===== config.mk =====
export PLATFORM = sky130hd
export DESIGN_NAME = serial_adder
export DESIGN_NICKNAME = d
export VERILOG_FILES = /design/src/rtl/serial_adder.sv
export SDC_FILE = /design/constraint.sdc
export NUM_CORES = 1
export LEC_CHECK = 0
export ABC_AREA = 0
export CAP_MARGIN = 20
export CORE_MARGIN = 2
export CORE_UTILIZATION = 39
export DETAILED_ROUTE_END_ITERATION = 8
export PLACE_DENSITY_LB_ADDON = 0.2
export SLEW_MARGIN = 20
export SYNTH_ARGS = -nofsm -noshare
export SYNTH_HDL_FRONTEND = slang
export SYNTH_SLANG_ARGS = --single-unit
export TNS_END_PERCENT = 10

===== constraint.sdc =====
create_clock -name clk -period 3.19 [get_ports clk]
set_clock_uncertainty 0.05 [all_clocks]
set_input_delay 0.638 -clock clk [delete_from_list [all_inputs] [get_ports clk]]
set_output_delay 0.638 -clock clk [all_outputs]
set_load 0.005 [all_outputs]

===== src/rtl/serial_adder.sv =====
// serial_adder: bit-serial ripple adder. A start request in idle latches both
// operands; one sum bit is produced per clock, LSB first, over WIDTH cycles.
// The registered result is published on entry to a one-cycle done state.
//
// Ports:
//   clk       - clock, all state updates on the rising edge
//   rst_n     - asynchronous active-low reset
//   start     - add request, honoured only while idle
//   a, b      - operands, sampled only on the accepting edge
//   busy      - high while bits are being shifted
//   done      - one-cycle pulse, sum/carry_out valid
//   sum       - registered (a + b) mod 2^WIDTH
//   carry_out - registered carry out of bit WIDTH-1
module serial_adder #(
  parameter int unsigned WIDTH = 8
) (
  input  logic             clk,
  input  logic             rst_n,
  input  logic             start,
  input  logic [WIDTH-1:0] a,
  input  logic [WIDTH-1:0] b,
  output logic             busy,
  output logic             done,
  output logic [WIDTH-1:0] sum,
  output logic             carry_out
);

  // One extra bit beyond the index width so the counter never wraps.
  localparam int unsigned CntW = $clog2(WIDTH) + 1;

  typedef enum logic [1:0] {StIdle, StShift, StDone} state_e;

  state_e state_q, state_d;

  logic [WIDTH-1:0] a_sr_q, a_sr_d;
  logic [WIDTH-1:0] b_sr_q, b_sr_d;
  logic [WIDTH-1:0] acc_q, acc_d;
  logic [WIDTH-1:0] sum_q, sum_d;
  logic [CntW-1:0]  cnt_q, cnt_d;
  logic             c_q, c_d;
  logic             carry_q, carry_d;

  logic sum_bit, c_next, last_bit;

  assign sum_bit  = a_sr_q[0] ^ b_sr_q[0] ^ c_q;
  assign c_next   = (a_sr_q[0] & b_sr_q[0]) | (a_sr_q[0] & c_q) | (b_sr_q[0] & c_q);
  assign last_bit = (cnt_q == CntW'(WIDTH - 1));

  // State register
  always_ff @(posedge clk or negedge rst_n) begin
    if (!rst_n) begin
      state_q <= StIdle;
    end else begin
      state_q <= state_d;
    end
  end

  // Next-state logic
  always_comb begin
    state_d = state_q;
    unique case (state_q)
      StIdle:  if (start) state_d = StShift;
      StShift: if (last_bit) state_d = StDone;
      StDone:  state_d = StIdle;
      default: state_d = StIdle;
    endcase
  end

  // Output logic
  always_comb begin
    busy = (state_q == StShift);
    done = (state_q == StDone);
  end

  assign sum       = sum_q;
  assign carry_out = carry_q;

  // Datapath next-state
  always_comb begin
    a_sr_d  = a_sr_q;
    b_sr_d  = b_sr_q;
    acc_d   = acc_q;
    c_d     = c_q;
    cnt_d   = cnt_q;
    sum_d   = sum_q;
    carry_d = carry_q;
    unique case (state_q)
      StIdle: begin
        if (start) begin
          a_sr_d = a;
          b_sr_d = b;
          acc_d  = '0;
          c_d    = 1'b0;
          cnt_d  = '0;
        end
      end
      StShift: begin
        a_sr_d = a_sr_q >> 1;
        b_sr_d = b_sr_q >> 1;
        // LSB-first accumulation: after WIDTH shifts bit 0 sits at the LSB.
        acc_d  = {sum_bit, acc_q[WIDTH-1:1]};
        c_d    = c_next;
        cnt_d  = cnt_q + CntW'(1);
        if (last_bit) begin
          sum_d   = {sum_bit, acc_q[WIDTH-1:1]};
          carry_d = c_next;
        end
      end
      default: ;
    endcase
  end

  // Datapath registers
  always_ff @(posedge clk or negedge rst_n) begin
    if (!rst_n) begin
      a_sr_q  <= '0;
      b_sr_q  <= '0;
      acc_q   <= '0;
      c_q     <= 1'b0;
      cnt_q   <= '0;
      sum_q   <= '0;
      carry_q <= 1'b0;
    end else begin
      a_sr_q  <= a_sr_d;
      b_sr_q  <= b_sr_d;
      acc_q   <= acc_d;
      c_q     <= c_d;
      cnt_q   <= cnt_d;
      sum_q   <= sum_d;
      carry_q <= carry_d;
    end
  end

endmodule


==> results_dict.tcl <==
set metrics [dict create \
    status "finished clean" \
    syn_nets 163 \
    synthFlopType "dfrtp_1" \
    crit_fanout 20 \
    grt_max_degree 40 \
    async_flop_share_pct 100.0 \
    cp.required_ps 2500 \
    cts_buffers 5 \
    area_delta_synth_final_pct 24.10 \
    diodes 0 \
    first_pass_iters 4 \
    syn-cell-area_sq_um 1672 \
    finalNetCount 190 \
    yosysTopAreaCellShare_pct 58.38 \
    cts.repair.resized 0 \
    ctsLongestPathBuffers 2 \
    initial_core_util_pct 41.20 \
    cts_htree_levels 2 \
    die-width_um 69.47 \
    tns_ps 0 \
    antenna_found_initial 0 \
    finalSetupViolations 0 \
    fp.dieH_um 69.47 \
    grt_pass1_wl_mm 5.492 \
    stdcell_area_sq_um 2074 \
    clock_latency_ps 290 \
    dp_hpwl_mm 2.125 \
    postCtsSetupBuffers 0 \
    post-place-ws_ps 823.7 \
    core_area_sq_um 4058 \
    p_leak_nw 0.9146 \
    fin_cells 220 \
    start_kind "flip-flop" \
    grt_pass1_vias 1157 \
    synthTopCellsByArea "dfrtp_1, mux2_2, a22o_1" \
    arrival_ps 1870 \
    fmax_mhz 391.7 \
    maxCapViolations 0 \
    drt_iter0_markers 70 \
    finalCritPeriodShare_pct 80.04 \
    hp-class "in2async" \
    syn_inst 142 \
    wl_mm 3.136 \
    cp-end-kind "output pin" \
    vdd_drop_max_mv 0.2908 \
    tightest_slew_ps 854.4 \
    die_area_sq_um 4826 \
    clock-root-buffer "clkbuf_8" \
    ant_nets 0 \
    netlist-cell-type-count 26 \
    yosysSeqAreaShare_pct 58.38 \
    post_dp_cell_area_sq_um 1971 \
    netlist.top_cell.by_area "dfrtp_1" \
    port_buffers 29 \
    finalCriticalPeriod_ps 2553 \
    place.gp.congestion 0.7558 \
    drive_above_1_share_pct 13.53 \
    dp_cells 212 \
    cts_sinks 39 \
    drc 0 \
    fillers 348 \
    ys_warn_count 0 \
    via_per_inst 5.327 \
    ys_ff_latch 39 \
    yosys.cell_count.top_type "dfrtp_1" \
    rsz0062_at_grt "false" \
    synth_edf_count 0 \
    track_usage_pct 14.29 \
    dr_total_vias 1172 \
    yosys-top-cells-count "dfrtp_1, nand2_1, o21ai_0" \
    setup_ws_ps 636.7 \
    cts_tree "built" \
    p_per_area_nw_per_um2 830.2 \
    core.rowCount 23 \
    wl_per_cell_um 14.25 \
    critical_path_class "reg2out" \
    ios 30 \
    grt_overflow 0 \
    relSlewSlack_pct 43.04 \
    syn_area_per_cell_sq_um 11.77 \
    path_clk_slew_ps 80 \
    ctsHoldBuffers 0 \
    hold_viol 0 \
    slew_viol_final 0 \
]
[critical path, cell delays in order (launching register included)]
cell and delay, ps:
dfrtp_1 730, inv_1 190, nor2_1 140, clkdlybuf4s50_1 500
[report_power, final]
group          leakage, nW  internal (mW)  switching, mW
Combinational        0.355          0.316          0.233
Clock               0.0505          0.197          0.169
Sequential           0.509          0.675          0.132
[metrics by stage]
| step | hold WS [ps] | utilization [%] | total power [mW] |
|---|---|---|---|
| detailed placement | 425.9 | 48.57 | 1.380 |
| finish | 404.0 | 51.13 | 1.722 |
| CTS | 441.6 | 51.13 | 1.749 |
| floorplan | 292.4 | - | 1.162 |
| global route | 473.8 | 51.13 | 1.847 |
| global placement | 413.0 | 48.57 | 1.350 |
[layout by cell type (no fill, tap or decap), drive strengths merged, types with 2 or more instances in the layout]
| cell type | synthesis | routed |
|---|---|---|
| a21oi | 6 | 6 |
| a22o | 10 | 10 |
| a22oi | 10 | 10 |
| a31oi | 2 | 2 |
| and3b | 4 | 4 |
| buf | 7 | 3 |
| clkbuf | 4 | 7 |
| clkdlybuf4s50 | 0 | 28 |
| dfrtp | 39 | 39 |
| mux2 | 9 | 9 |
| nand2 | 17 | 17 |
| nor2 | 5 | 5 |
| nor2b | 4 | 4 |
| o21ai | 15 | 15 |
[routing by layer]
layer	share of wire (%)	up-vias	track usage, %
li1	-	562	-
met1	45	576	18.22
met2	48	29	22.97
met3	5.1	5	4.797
met4	1.4	0	4.575
met5	0	-	0
[state kept, by name (all words and copies together), names as in the netlist]
| register | count |
|---|---|
| cnt_q | 4 |
| state_q | 2 |
| carry_out | 1 |
| b_sr_q | 8 |
| a_sr_q | 8 |
| acc_q | 7 |
| sum | 8 |
| c_q | 1 |
[logic make-up (layout without fill, tap and decap cells)]
logic type,after synthesis,in the layout,synth area share [%]
buffers and inverters,12,40,4.041
muxes,10,10,6.662
AOI/OAI and AO/OA,46,46,18.56
DFF,39,39,58.38
adders and majority gates,2,2,1.946
and+or+nand+nor,33,33,10.40
[final timing paths]
kind,start,to,slack (ps),cells past startpoint
max,state_q[1],done,640,3
min in group clk,a_sr_q[1],a_sr_q[1],440,2
max reg2reg,state_q[1],sum[0],900,3
max in group asynchronous,rst_n,sum[2],2150,1
min,rst_n,cnt_q[2],400,1
min reg2reg,a_sr_q[1],a_sr_q[1],440,2
[final cells by class]
cell class,instances,area [sq um],area share (%)
tap,50,62.56,3.016
sequential,39,975.9,47.04
multi-input combinational,91,628.1,30.28
inverter,1,3.754,0.1809
timing repair buffer,31,300.3,14.48
clock inverter,1,7.507,0.3619
clock buffer,7,96.34,4.644
Power figures use the tool's default switching activity.
